$ cat src/rtl/pipeline_hazard_ctrl.sv
// Stall/flush sequencer for the F/D and D/E registers of the 5-stage pipeline.
// Define HAZARD_PERF_EN to add the stall_cycles / flush_count counters.
module pipeline_hazard_ctrl #(
   parameter int LOAD_STALL_CYCLES = 1,
   parameter int MDU_CYCLES        = 4,
   parameter int CNT_W             = 4
) (
   input  logic       clk,
   input  logic       rst,
   input  logic       mem_stall,
   input  logic [4:0] rs_d,
   input  logic [4:0] rt_d,
   input  logic       uses_rs_d,
   input  logic       uses_rt_d,
   input  logic       mdu_start_d,
   input  logic [4:0] rd_e,
   input  logic       reg_write_e,
   input  logic       mem_to_reg_e,
   input  logic       branch_taken_e,
   output logic       en_fd,
   output logic       en_de,
   output logic       clr_fd,
   output logic       clr_de,
   output logic       mdu_busy,
   output logic       mdu_done
`ifdef HAZARD_PERF_EN
  ,output logic [31:0] stall_cycles
  ,output logic [15:0] flush_count
`endif
);

   typedef enum logic [1:0] {
      RUN,
      LDSTALL,
      MDU
   } state_e;

   localparam logic [CNT_W-1:0] LD_INIT =
      CNT_W'(LOAD_STALL_CYCLES > 1 ? LOAD_STALL_CYCLES - 2 : 0);
   localparam logic [CNT_W-1:0] MDU_INIT = CNT_W'(MDU_CYCLES - 1);

   state_e           state_q, state_d;
   logic [CNT_W-1:0] cnt_q, cnt_d;

   logic hit_rs, hit_rt, lu;

   assign hit_rs = uses_rs_d & (rs_d == rd_e);
   assign hit_rt = uses_rt_d & (rt_d == rd_e);
   assign lu     = mem_to_reg_e & reg_write_e & (rd_e != 5'd0)
                 & (hit_rs | hit_rt);

   always_comb begin
      state_d  = state_q;
      cnt_d    = cnt_q;
      en_fd    = 1'b1;
      en_de    = 1'b1;
      clr_fd   = 1'b0;
      clr_de   = 1'b0;
      mdu_busy = 1'b0;
      mdu_done = 1'b0;

      unique case (state_q)
         RUN: begin
            if (mem_stall) begin
               en_fd = 1'b0;
               en_de = 1'b0;
            end else if (branch_taken_e) begin
               clr_fd = 1'b1;
               clr_de = 1'b1;
            end else if (lu) begin
               en_fd  = 1'b0;
               clr_de = 1'b1;
               if (LOAD_STALL_CYCLES > 1) begin
                  state_d = LDSTALL;
                  cnt_d   = LD_INIT;
               end
            end else if (mdu_start_d) begin
               state_d = MDU;
               cnt_d   = MDU_INIT;
            end
         end

         LDSTALL: begin
            en_fd = 1'b0;
            if (mem_stall) begin
               en_de = 1'b0;
            end else begin
               clr_de = 1'b1;
               if (cnt_q == '0) state_d = RUN;
               else cnt_d = cnt_q - 1'b1;
            end
         end

         MDU: begin
            en_fd    = 1'b0;
            mdu_busy = 1'b1;
            if (mem_stall) begin
               en_de = 1'b0;
            end else begin
               clr_de = 1'b1;
               if (cnt_q == '0) begin
                  mdu_done = 1'b1;
                  state_d  = RUN;
               end else begin
                  cnt_d = cnt_q - 1'b1;
               end
            end
         end

         default: begin
            state_d = RUN;
            cnt_d   = '0;
         end
      endcase

      // Reset overrides every decision so the datapath sees a quiet control word.
      if (rst) begin
         en_fd    = 1'b0;
         en_de    = 1'b0;
         clr_fd   = 1'b0;
         clr_de   = 1'b0;
         mdu_busy = 1'b0;
         mdu_done = 1'b0;
      end
   end

   always_ff @(posedge clk or posedge rst) begin
      if (rst) begin
         state_q <= RUN;
         cnt_q   <= '0;
      end else begin
         state_q <= state_d;
         cnt_q   <= cnt_d;
      end
   end

`ifdef HAZARD_PERF_EN
   logic [31:0] stall_q, stall_d;
   logic [15:0] flush_q, flush_d;

   always_comb begin
      stall_d = stall_q;
      flush_d = flush_q;
      if (!en_fd && (stall_q != '1)) stall_d = stall_q + 32'd1;
      if (clr_fd && (flush_q != '1)) flush_d = flush_q + 16'd1;
   end

   always_ff @(posedge clk or posedge rst) begin
      if (rst) begin
         stall_q <= '0;
         flush_q <= '0;
      end else begin
         stall_q <= stall_d;
         flush_q <= flush_d;
      end
   end

   assign stall_cycles = stall_q;
   assign flush_count  = flush_q;
`endif

endmodule

$ cat config.mk
export PLATFORM = sky130hd
export DESIGN_NAME = pipeline_hazard_ctrl
export DESIGN_NICKNAME = d
export VERILOG_FILES = /design/src/rtl/pipeline_hazard_ctrl.sv
export SDC_FILE = /design/constraint.sdc
export NUM_CORES = 1
export LEC_CHECK = 0
export BUFFER_PORTS_ARGS = -buffer_cell sky130_fd_sc_hd__clkbuf_2
export CORE_MARGIN = 2
export CORE_UTILIZATION = 45
export CTS_BUF_LIST = sky130_fd_sc_hd__clkbuf_4
export CTS_CLUSTER_SIZE = 10
export DETAILED_ROUTE_END_ITERATION = 10
export PLACE_DENSITY_LB_ADDON = 0.15
export SLEW_MARGIN = 25
export SYNTH_ARGS = -nofsm -noshare
export SYNTH_HDL_FRONTEND = slang
export SYNTH_SLANG_ARGS = --single-unit
$ cat constraint.sdc
create_clock -name clk -period 1.9 [get_ports clk]
set_input_delay 0.285 -clock clk [delete_from_list [all_inputs] [get_ports clk]]
set_output_delay 0.285 -clock clk [all_outputs]
set_load 0.03 [all_outputs]
==> results.txt, run 1 <==
----------------------------------------------------
[Floorplanning]
  Die span in y ... around 40 µm
  Die area ... between 1500 and 2000 µm²
  Placement row count ... 13
  Area inside the core boundary ... around 1300 µm²
  Number of primary I/O pins ... 30
  Overall die width ... between 40 and 50 µm
  Initial Util ... 46.45%

[Timing]
  Final count of pins violating max slew ... 0
  Period utilization ... 105.2%
  Time the worst path needs with I/O delays and setup ... 1.998 ns
  Hold Fails Final Rpt ... 0
  Layout Skew ... 0.006929 ns
  Worst-margin pin slew ... approximately 0.46 ns
  Normalized max-slew margin ... between 60 and 70%
  PnR worst setup slack ... -0.09843 ns
  Total of endpoints with negative setup slack in the final report ... 1
  Unrepaired setup endpoints after global routing ... yes
  Setup TNS ... -0.09843 ns
  Max Fclk ... around 500 MHz

[Critical path]
  Critical Setup Path Class ... primary input to output pin
  Endpoint type of the worst setup path ... output pin
  Worst EP arrival ... between 1.5 and 2 ns
  Worst EP required ... 1.62 ns
  Cells traversed along the worst timing path ... buf_6, or4_4, o211ai_4, nor2_2, a2111oi_4, clkbuf_8
  First element of the critical path ... rd_e[0]
  Top fanout value on the critical path ... 2
  Standard cell with the maximum stage delay on the critical path ... or4_4
  Peak per-stage delay on the critical path ... about 0.56 ns
  Startpoint Class ... primary input
  Worst reg2reg path startpoint ... cnt_q[0]$_DFFE_PP0P_

[Run status]
  Failing checks ... setup timing
  Outcome ... finished with violations

[Logic synthesis]
  Largest family of logic cells by synthesized area ... compound AO/OA/AOI/OAI gates
  Total of flip-flops plus latches after synthesis ... 5
  Syn_nets ... between 90 and 100
  Avg Inst Size Synth ... roughly 8.9 µm²
  Simple-gate portion of the synthesized area ... roughly a quarter
  Compound-Gate Fraction of Synth Area ... between 20% and 30%
  Adder-cell share of the synthesized area ... 4.246%
  Mapped Cells ... 66
  Top cell type's share of synthesized area ... approximately a fifth
  Mux contribution to synthesized area ... under 10%
  Cell type contributing the most total cell area after synthesis ... dfrtp_1
  Synth Cell Area ... roughly 590 µm²
  XOR/XNOR Fraction of Synth Area ... between 10 and 15%
  Ranking of synthesized cells by area ... dfrtp_1, xnor2_1, a2111oi_4, ha_1, nand3b_1
  Proportion of synthesized chip area in sequential cells ... about a fifth
  Number of warning messages in the yosys log ... 0
  Distinct cell type count of the synthesized netlist ... 35

[Place]
  Detailed placement HPWL ... around 1300 µm
  PortBufs ... 29
  Total cell area at the placement stage ... 809.5 µm²
  Final RePlAce weighted congestion ... 0.8024
  Placed cell count ... around 120

[Clock network]
  Sink count of the clock tree ... 5
  Maximum clock insertion buffer count ... 2
  Clock latency at the later pin of the worst-skew pair ... around 0.24 ns
  CTS buffer count ... 3
  Setup Buffers After CTS ... 0
  Max H-tree Level ... 1
  Root buffer cell ... clkbuf_4
  Clock slew at reported path FFs ... 0.05 ns
  CTS tree ... done

[Global routing]
  First-pass GRT wire length ... between 2000 and 2500 µm
  Antenna violations before repair ... 0
  Vias in the first global route ... between 500 and 600
  Largest net degree at the start of global routing ... 10
  Residual overflow from global routing ... 0
  Global Route Usage Sum ... roughly a fifth

[Route]
  Vias ... a little under 700
  DRT Wirelength ... roughly 1600 µm
  Count of unresolved DRC violations after routing ... 0
  Initial DRC Count ... 7
  Via density per instance ... 5.557
  TritonRoute pass-1 iters ... 4
  Remaining number of nets flagged by the antenna check after routing ... 0
  Detail-routed net length per standard cell ... between 10 and 15 µm

[Cells and area]
  Number of non-filler instances in the completed layout ... approximately 120
  Final std cell area, no fill ... between 800 and 900 µm²
  Number of nets in the finished design ... approximately 130
  Ratio of cells with drive above 1 in the final layout ... between 40% and 50%
  Area growth from synthesis to final layout ... 50.11%
  Post-route core utilization ... around 70%
  Filler cell count ... ~110
  Diodes inserted ... 0

[Hold path]
  Min-delay src ... branch_taken_e
  Path class of the lowest-slack min-delay path ... primary input to flop

[Pwr]
  Areal power density over the cells ... approximately 600 nW/µm²
  Leakage component of the power ... 0.0004011 µW
  Power, Total ... ~530 µW
  Max VDD drop ... 597.9 µV

[Flow run]
  # Max-Cap Violations ... 0

----------------------------------------------------
==> routing by layer <==
layer	up-vias	track usage [%]	share of wire, %
li1	334	-	-
met1	328	26.60	46
met2	16	39.11	50
met3	0	5.000	4.0
met4	0	0	0
met5	-	0	0
==> cells in the mapped netlist <==
library cell and number:
a2111oi_4 1, a21oi_1 2, a31o_1 1, a41o_1 2, and2_1 1, and3_1 1, buf_1 1, dfrtp_1 5
ha_1 2, inv_1 3, mux2i_1 1, nand2_1 4, nand3b_1 3, nand4_1 2, nor2_1 1, nor2_2 1
nor2b_1 2, nor3_1 4, nor3b_1 2, nor4bb_1 1, o211a_1 1, o211ai_2 1, o21a_1 1, o21ai_0 2
o21bai_1 1, o221ai_1 1, o22ai_1 1, o2bb2ai_1 1, o311ai_1 1, o31a_1 1, o31ai_1 2, or2_1 1
or3b_1 1, or4_4 1, xnor2_1 10
==> power breakdown <==
group	total (µW)	internal, µW	switching [µW]
sequential	177	133	44.2
combinational	216	115	101
clock	137	93.6	43.2
==> critical path: cells and delay by family <==
| family | cells | cell delay (ns) |
|---|---|---|
| simple gates | 2 | 0.63 |
| compound gates | 2 | 0.49 |
| buf+inv | 2 | 0.31 |
==> flip-flops by register name, indices dropped and copies added, names as in the netlist <==
signal / flops
cnt_q: 4
state_q: 1
==> timing repair <==
item | 4_1_cts | 5_1_grt
gates resized for setup | 2 | 4
pin swaps | 0 | 0
hold buffers | 1 | 0
hold endpoints to repair | 5 | 0
cloned | 0 | 0
setup endpoints to repair | 1 | 5
==> layout by cell type, fill, tap and decap left out, types with 2 or more instances in the layout <==
| cell | synthesis | routed |
|---|---|---|
| clkbuf_2 | 0 | 27 |
| nor2b_1 | 2 | 2 |
| o21ai_0 | 2 | 2 |
| xnor2_1 | 10 | 10 |
| o31ai_1 | 2 | 2 |
| inv_1 | 3 | 3 |
| dfrtp_1 | 5 | 5 |
| a41o_1 | 2 | 2 |
| a21oi_1 | 2 | 2 |
| ha_1 | 2 | 2 |
| nand3b_1 | 3 | 3 |
| nor3_1 | 4 | 4 |
| nand4_1 | 2 | 2 |
| buf_4 | 0 | 8 |
| clkbuf_4 | 0 | 4 |
| nand2_1 | 4 | 4 |
==> stage by stage <==
stage / setup WS, ns / hold slack [ns]
floorplan: 0.02769 / 0.06352
global placement: -0.06395 / 0.2405
detailed placement: -0.08582 / 0.2482
CTS: -0.08038 / 0.3296
global route: -0.1399 / 0.3398
finish: -0.09843 / 0.3205
==> final timing paths <==
kind / endpoint / slack [ns] / cells after the start
hold reg to reg: cnt_q[1]$_DFFE_PP0P_ / 0.62 / 2
setup reg to reg: cnt_q[2]$_DFFE_PP0P_ / 0.22 / 6
max in group asynchronous: cnt_q[0]$_DFFE_PP0P_ / 1.17 / 3
min in group asynchronous: cnt_q[3]$_DFFE_PP0P_ / 0.55 / 3
hold / removal: state_q[1]$_DFFE_PP0P_ / 0.32 / 2
setup / recovery: en_fd / -0.1 / 6
==> cells by family (layout without fill, tap and decap cells) <==
kind of cell / Yosys count / after routing
AOI/OAI and AO/OA: 19 / 19
xor gates and xnor gates: 10 / 10
adders and majority gates: 2 / 2
buffers and inverters: 4 / 45
DFF: 5 / 5
muxes: 1 / 1
and+or+nand+nor: 25 / 25
==> final cells by class <==
class,count,area [µm²],share of cell area [%]
Clock buffer,4,30.03,3.395
Inverter,3,11.26,1.273
Multi-Input combinational cell,57,469.2,53.04
Sequential cell,5,125.1,14.14
Tap cell,15,18.77,2.122
Timing Repair Buffer,38,230.2,26.03
(Power assumes the default switching activity.)
==> run 2, diff against run 1 <==
Settings changed: ABC_AREA set to 1.
==> run 2 against run 1 <==
- sequential power is 19% higher
- worst setup slack gained 0.21 ns
- clock skew is 0.0046 ns lower
- synthesized area unchanged
- register-to-register slack gained 0.27 ns
- power is 27% higher
- the run now ends clean
- clock power is 3% lower
- critical path depth did not move
- combinational power increased by 51%
- sequential cell count stayed put
- final cell count increased by 27%
- largest cell class unchanged
- count of clock-buffer cells in the layout is the same
==> results.txt, run 2 <==
----------------------------------------------------
[Floorplanning]
  Overall die width ... 40.19 µm
  Die span in y ... 40.19 µm
  Area inside the core boundary ... about 1300 µm²
  Initial Util ... between 40 and 50%
  Number of primary I/O pins ... 30
  Die area ... around 1600 µm²
  Placement row count ... 13

[Critical path]
  Worst EP arrival ... 1.51 ns
  Worst EP required ... 1.62 ns
  Standard cell with the maximum stage delay on the critical path ... dlygate4sd3_1
  Critical Setup Path Class ... primary input to output pin
  Endpoint type of the worst setup path ... output pin
  CP bufs+invs ... 4
  Cell type group with the largest total delay on the critical path ... buffers and inverters
  Startpoint Class ... primary input
  Peak per-stage delay on the critical path ... approximately 0.53 ns
  Top fanout value on the critical path ... 3
  Cells traversed along the worst timing path ... dlygate4sd3_1, clkbuf_2, nor2_2, inv_1, nor3_2, buf_2

[Cells and area]
  Filler cell count ... about 120
  Diodes inserted ... 0
  Number of flip-flops in the largest register ... 4
  Area of combinational cells with multiple inputs ... between 300 and 400 µm²
  Area taken by flip-flops and latches ... between 100 and 150 µm²
  Ratio of cells with drive above 1 in the final layout ... between 30% and 40%
  Most frequent standard cell in the layout excluding fill and tap cells ... nand2_1
  Area growth from synthesis to final layout ... 35.88%
  Register bank with the most flops ... cnt_q
  Commonest cells after routing, fill and taps aside ... nand2_1, clkbuf_2, inv_1, nor2_1, nand3_1
  Number of nets in the finished design ... 167
  Largest registers ranked by flip-flop count ... cnt_q: 4 flops, state_q: 1 flops

[Logic synthesis]
  Number of warning messages in the yosys log ... 0
  Syn_nets ... between 100 and 150
  Total of flip-flops plus latches after synthesis ... 5
  Simple-gate portion of the synthesized area ... a little over half
  Mapped Cells ... 106
  Mux contribution to synthesized area ... 0%
  Number of enable flip-flop cells after synthesis ... 0
  Ranking of synthesized cells by area ... nand2_1, dfrtp_1, inv_1, nor2_1, nand3_1
  Share of flip-flops with an asynchronous set or reset after synthesis ... 100.0%
  Cell type contributing the most total cell area after synthesis ... nand2_1
  Largest family of logic cells by synthesized area ... simple AND/OR/NAND/NOR gates
  Most common cell in the netlist ... nand2_1
  XOR/XNOR Fraction of Synth Area ... 2.972%
  Top cell type's share of synthesized area ... around 27%
  Compound-Gate Fraction of Synth Area ... about 3.2%
  Adder-cell share of the synthesized area ... 4.246%
  Avg Inst Size Synth ... 5.560 µm²
  Synth Cell Area ... around 590 µm²
  Distinct cell type count of the synthesized netlist ... 20
  Dominant synthesized flop cell ... dfrtp_1
  Proportion of synthesized chip area in sequential cells ... a little over a fifth
  Top cells by count, synth ... nand2_1, inv_1, nor2_1

[Timing]
  Setup TNS ... 0 ns
  Normalized max-slew margin ... between 80% and 90%
  Period utilization ... a little over nine tenths
  Time the worst path needs with I/O delays and setup ... 1.792 ns
  Worst-margin pin slew ... ~0.21 ns
  Max Fclk ... between 500 and 600 MHz
  Layout Skew ... 0.002326 ns
  Total of endpoints with negative setup slack in the final report ... 0
  Hold slack ... 0.3218 ns
  Unrepaired setup endpoints after global routing ... no
  Final count of pins violating max slew ... 0
  Hold Fails Final Rpt ... 0

[Clock network]
  CTS buffer count ... 3
  Max H-tree Level ... 1
  Clock latency at the later pin of the worst-skew pair ... roughly 0.24 ns
  Sink count of the clock tree ... 5
  Clock slew at reported path FFs ... about 0.040 ns
  CTS tree ... done
  Maximum clock insertion buffer count ... 2
  Root buffer cell ... clkbuf_4
  Setup Buffers After CTS ... 0

[Route]
  Met2 Wirelength ... 589 µm
  Via density per instance ... approximately 4.6
  Remaining number of nets flagged by the antenna check after routing ... 0
  Met1 Routed Length ... a little under 600 µm
  Highest layer used for signal routing ... met3
  Detail-routed net length per standard cell ... ~8 µm
  Initial DRC Count ... 9
  Count of unresolved DRC violations after routing ... 0
  TritonRoute pass-1 iters ... 4
  Vias ... 708
  Met3 Wirelength ... 75 µm
  DRT Wirelength ... 1251 µm

[Global routing]
  Residual overflow from global routing ... 0
  Global Route Usage Sum ... a little under a fifth
  First-pass GRT wire length ... 2173 µm
  Vias in the first global route ... approximately 600
  Largest net degree at the start of global routing ... 9
  Antenna violations before repair ... 0

[Place]
  Final RePlAce weighted congestion ... approximately 0.85
  PortBufs ... 29
  Detailed placement HPWL ... ~1100 µm

[Run status]
  Outcome ... completed

[Hold path]
  Path class of the lowest-slack min-delay path ... primary input to flop

[Pwr]
  Areal power density over the cells ... about 840 nW/µm²
  Max VDD drop ... about 490 µV
  Leakage component of the power ... about 0.00053 µW

[Flow run]
  # Max-Cap Violations ... 0

----------------------------------------------------
## run 2: cell types whose count changed in the layout (fill, tap and decap cells not counted), moves of 3 or more
cell,before,now
nand2_1,4,42
xnor2_1,10,1
nand3_1,0,6
nor2_1,1,13
buf_4,8,0
inv_2,0,5
inv_1,3,16
nand2_2,0,3
nor3_1,4,1
## run 2: final cells by class
type / count / share of cell area [%]
multi-input combinational: 80 / 49.06
sequential: 5 / 15.63
clock buffer: 4 / 3.750
tap: 15 / 2.344
timing repair buffer: 30 / 19.38
inverter: 21 / 9.844
## run 2: through the flow
| step | power (µW) | utilization [%] | instance area (µm²) | std cells | setup slack, ns |
|---|---|---|---|---|---|
| 5_1_grt | 742.7 | 63.12 | 800.8 | 155 | 0.01559 |
| 3_3_place_gp | 528.6 | 59.76 | 758.2 | 150 | 0.3080 |
| 6_report | 671.2 | 63.12 | 800.8 | 155 | 0.1077 |
| 2_1_floorplan | 450.3 | - | 594.3 | 106 | 0.1683 |
| 3_5_place_dp | 536.2 | 59.76 | 758.2 | 150 | 0.2554 |
| 4_1_cts | 674.9 | 62.92 | 798.3 | 155 | 0.03140 |
## run 2: per-layer routing
layer / up-vias / global-route usage (%)
li1: 388 / -
met1: 299 / 23.86
met4: 0 / 0
met2: 21 / 34.68
met5: - / 0
met3: 0 / 5.000
## run 2: repair_timing
action,4_1_cts,5_1_grt
endpoints found under the hold margin,5,0
endpoints found under the setup margin,0,2
hold buffers,1,0
resized for setup,0,2
## run 2: worst register-to-register path, stage by stage, from the launching register on
cell and delay (ns):
dfrtp_1 0.37, inv_1 0.08, ha_1 0.19, nand2_1 0.13, nor2_2 0.07, nor2_1 0.14
nand2_1 0.09, or2_0 0.22, nand2_1 0.06
## run 2: worst paths after layout
kind                                       from                     end  slack, ns  cells after the start
setup / recovery                            rst                mdu_done       0.11                      6
hold / removal                        mem_stall  state_q[1]$_DFFE_PP0P_       0.32                      3
setup reg to reg           cnt_q[0]$_DFFE_PP0P_    cnt_q[3]$_DFFE_PP0P_       0.49                      8
hold reg to reg            cnt_q[1]$_DFFE_PP0P_    cnt_q[1]$_DFFE_PP0P_       0.51                      2
max in group asynchronous                   rst    cnt_q[2]$_DFFE_PP0P_       1.22                      3
min in group asynchronous                   rst    cnt_q[3]$_DFFE_PP0P_       0.51                      3
## run 2: kinds of logic after synthesis
kind of cell	count (synthesis)
simple gates	73
xor+xnor	2
compound gates	3
buf+inv	21
fa+ha+maj	2
flops	5
## run 2: report_power, final
part	switching, µW	internal (µW)	leakage, µW
registers	54.6	156	0.0000625
clock network	39.7	93.4	0.0000184
logic	192	136	0.000445
total	286	385	0.000526
==> run 3, diff against run 2 <==
--- a/config.mk
+++ b/config.mk
@@ -12,2 +12,3 @@
 export CTS_BUF_LIST = sky130_fd_sc_hd__clkbuf_4
+export CTS_CLUSTER_DIAMETER = 200
 export CTS_CLUSTER_SIZE = 10
--- a/constraint.sdc
+++ b/constraint.sdc
@@ -3,2 +3,2 @@
 set_output_delay 0.285 -clock clk [all_outputs]
-set_load 0.03 [all_outputs]
+set_load 0.02 [all_outputs]
==> run 3 against run 2 <==
- global-route usage decreased by 0.63 points
- clock power increased by 5%
- register-to-register slack better by 0.04 ns
- critical path depth stayed put
==> results.txt, run 3 (synthesis gave the netlist of run 2 again) <==
----------------------------------------------------
[Timing]
  Time the worst path needs with I/O delays and setup ... roughly 1.8 ns
  Hold Fails Final Rpt ... 0
  Total of endpoints with negative setup slack in the final report ... 0
  PnR worst setup slack ... 0.1156 ns
  Layout Skew ... roughly 0.0025 ns
  Period utilization ... 93.91%
  Max Fclk ... about 560 MHz
  Setup TNS ... 0 ns
  Unrepaired setup endpoints after global routing ... no
  Hold slack ... around 0.32 ns
  Worst-margin pin slew ... 0.2065 ns
  Final count of pins violating max slew ... 0
  Normalized max-slew margin ... ~86%

[Pwr]
  Power share of the clock group ... about a fifth
  Switching part of the total ... approximately two fifths
  Max VDD drop ... 601.5 µV
  Net Sw Power ... approximately 280 µW
  Areal power density over the cells ... about 840 nW/µm²
  Leakage component of the power ... around 0.00052 µW
  Internal ... 386.7 µW
  Flop pwr share ... ~31%
  Combinational share of power ... a little under half

[Critical path]
  Endpoint type of the worst setup path ... output pin
  Cell depth of the worst setup path ... 6
  First element of the critical path ... rst
  Worst EP required ... between 1.5 and 2 ns
  Cell with the most instances on the worst path ... clkbuf_2
  Cells traversed along the worst timing path ... dlygate4sd3_1, clkbuf_2, nor2_2, inv_1, nor3_1, clkbuf_2
  R2r endpoint ... cnt_q[3]$_DFFE_PP0P_
  Top fanout value on the critical path ... 3
  Critical Setup Path Class ... primary input to output pin
  CP bufs+invs ... 4
  Standard cell with the maximum stage delay on the critical path ... dlygate4sd3_1
  Reg2reg setup slack ... 0.53 ns
  Startpoint Class ... primary input
  Setup crit end ... mdu_done
  Peak per-stage delay on the critical path ... 0.54 ns
  Cell type group with the largest total delay on the critical path ... buffers and inverters
  Register-to-Register Path Depth ... 8
  Worst reg2reg path startpoint ... cnt_q[0]$_DFFE_PP0P_
  Worst EP arrival ... 1.50 ns

[Floorplanning]
  Die span in y ... about 40 µm
  Number of primary I/O pins ... 30
  Initial Util ... a little under half
  Placement row count ... 13
  Area inside the core boundary ... 1269 µm²
  Die area ... around 1600 µm²
  Overall die width ... around 40 µm

[Route]
  DRT Wirelength ... roughly 1300 µm
  Vias ... ~700
  Detail-routed net length per standard cell ... around 8.1 µm
  TritonRoute pass-1 iters ... 4
  Remaining number of nets flagged by the antenna check after routing ... 0
  Count of unresolved DRC violations after routing ... 0
  Initial DRC Count ... 9
  Via density per instance ... ~4.5

[Global routing]
  Antenna violations before repair ... 0
  First-pass GRT wire length ... 2049 µm
  Largest net degree at the start of global routing ... 9
  Residual overflow from global routing ... 0
  Vias in the first global route ... approximately 580
  Global Route Usage Sum ... 18.51%

[Cells and area]
  Diodes inserted ... 0
  Post-route core utilization ... 62.72%
  Number of nets in the finished design ... approximately 170
  Commonest cells after routing, fill and taps aside ... nand2_1, clkbuf_2, inv_1, nor2_1, nand3_1
  Area of combinational cells with multiple inputs ... 387.9 µm²
  Area growth from synthesis to final layout ... 35.03%
  Largest registers ranked by flip-flop count ... cnt_q: 4 flops, state_q: 1 flops
  Number of non-filler instances in the completed layout ... between 150 and 200
  Area taken by flip-flops and latches ... between 100 and 150 µm²
  Filler cell count ... between 100 and 150
  Ratio of cells with drive above 1 in the final layout ... 32.86%
  Register bank with the most flops ... cnt_q
  Most frequent standard cell in the layout excluding fill and tap cells ... nand2_1
  Number of flip-flops in the largest register ... 4

[Place]
  Final RePlAce weighted congestion ... around 0.76
  Placement-stage worst setup slack ... 0.3622 ns
  PortBufs ... 29
  Detailed placement HPWL ... ~1100 µm
  Placed cell count ... 150

[Clock network]
  Clock latency at the later pin of the worst-skew pair ... 0.25 ns
  CTS buffer count ... 3
  Maximum clock insertion buffer count ... 2
  Clock slew at reported path FFs ... 0.04 ns
  CTS tree ... done
  Root buffer cell ... clkbuf_4
  Sink count of the clock tree ... 5
  Max H-tree Level ... 1
  Setup Buffers After CTS ... 0

[Hold path]
  Path class of the lowest-slack min-delay path ... primary input to flop

[Run status]
  Outcome ... completed

[Flow run]
  # Max-Cap Violations ... 0

----------------------------------------------------
==> run 3: cell count changes in the layout (fill, tap and decap cells not counted) <==
cell | previous run | this run
buf_2 | 1 | 0
clkbuf_2 | 28 | 29
nor3_1 | 1 | 2
nor3_2 | 1 | 0
==> run 3: area by class of cell <==
class,count,area share (%)
Multi-Input combinational cell,80,48.74
Timing Repair Buffer,30,19.50
Sequential cell,5,15.72
Tap cell,15,2.358
Clock buffer,4,3.774
Inverter,21,9.906
==> run 3: through the flow <==
step           power [µW]  area [µm²]
6_report            664.5       795.8
5_1_grt             730.4       795.8
4_1_cts             671.0       793.3
3_5_place_dp        524.0       753.2
3_3_place_gp        518.4       753.2
2_1_floorplan       438.3       589.3
==> run 3: how the worst min path moves through the flow <==
stage	startpoint	endpoint	slack (ns)	depth (start not counted)
6_report	mem_stall	state_q[1]$_DFFE_PP0P_	0.32	3
5_1_grt	mem_stall	state_q[1]$_DFFE_PP0P_	0.33	3
4_1_cts	mem_stall	state_q[1]$_DFFE_PP0P_	0.30	3
3_5_place_dp	rst	state_q[1]$_DFFE_PP0P_	0.21	2
3_3_place_gp	rst	state_q[1]$_DFFE_PP0P_	0.20	2
2_1_floorplan	rst	cnt_q[0]$_DFFE_PP0P_	0.06	1
==> run 3: layer usage <==
metal	vias up	global-route usage, %	part of all wire [%]
met4	0	2.500	0
met3	0	6.667	7.8
li1	386	-	-
met5	-	0	0
met2	24	31.45	46
met1	293	22.82	46
==> run 3: power by group through the flow <==
stage | Clock [µW] | Combinational [µW] | Sequential [µW]
final | 140 | 318 | 206
after global routing | 145 | 372 | 213
after CTS | 143 | 322 | 206
after detailed placement | 0 | 317 | 207
after global placement | 0 | 313 | 205
after floorplan | 0 | 243 | 196
==> run 3: timing repair <==
action                                  4_1_cts  5_1_grt
gates resized for setup                       0        1
hold buffers                                  1        0
endpoints found under the setup margin        0        2
endpoints found under the hold margin         5        0
==> run 3: worst reg2reg max path: stages (launching register included) <==
cell and delay [ns]:
dfrtp_1 0.37, inv_1 0.08, ha_1 0.19, nand2_1 0.10, nor2_2 0.06, nor2_1 0.13, nand2_1 0.09, or2_0 0.22
nand2_1 0.06
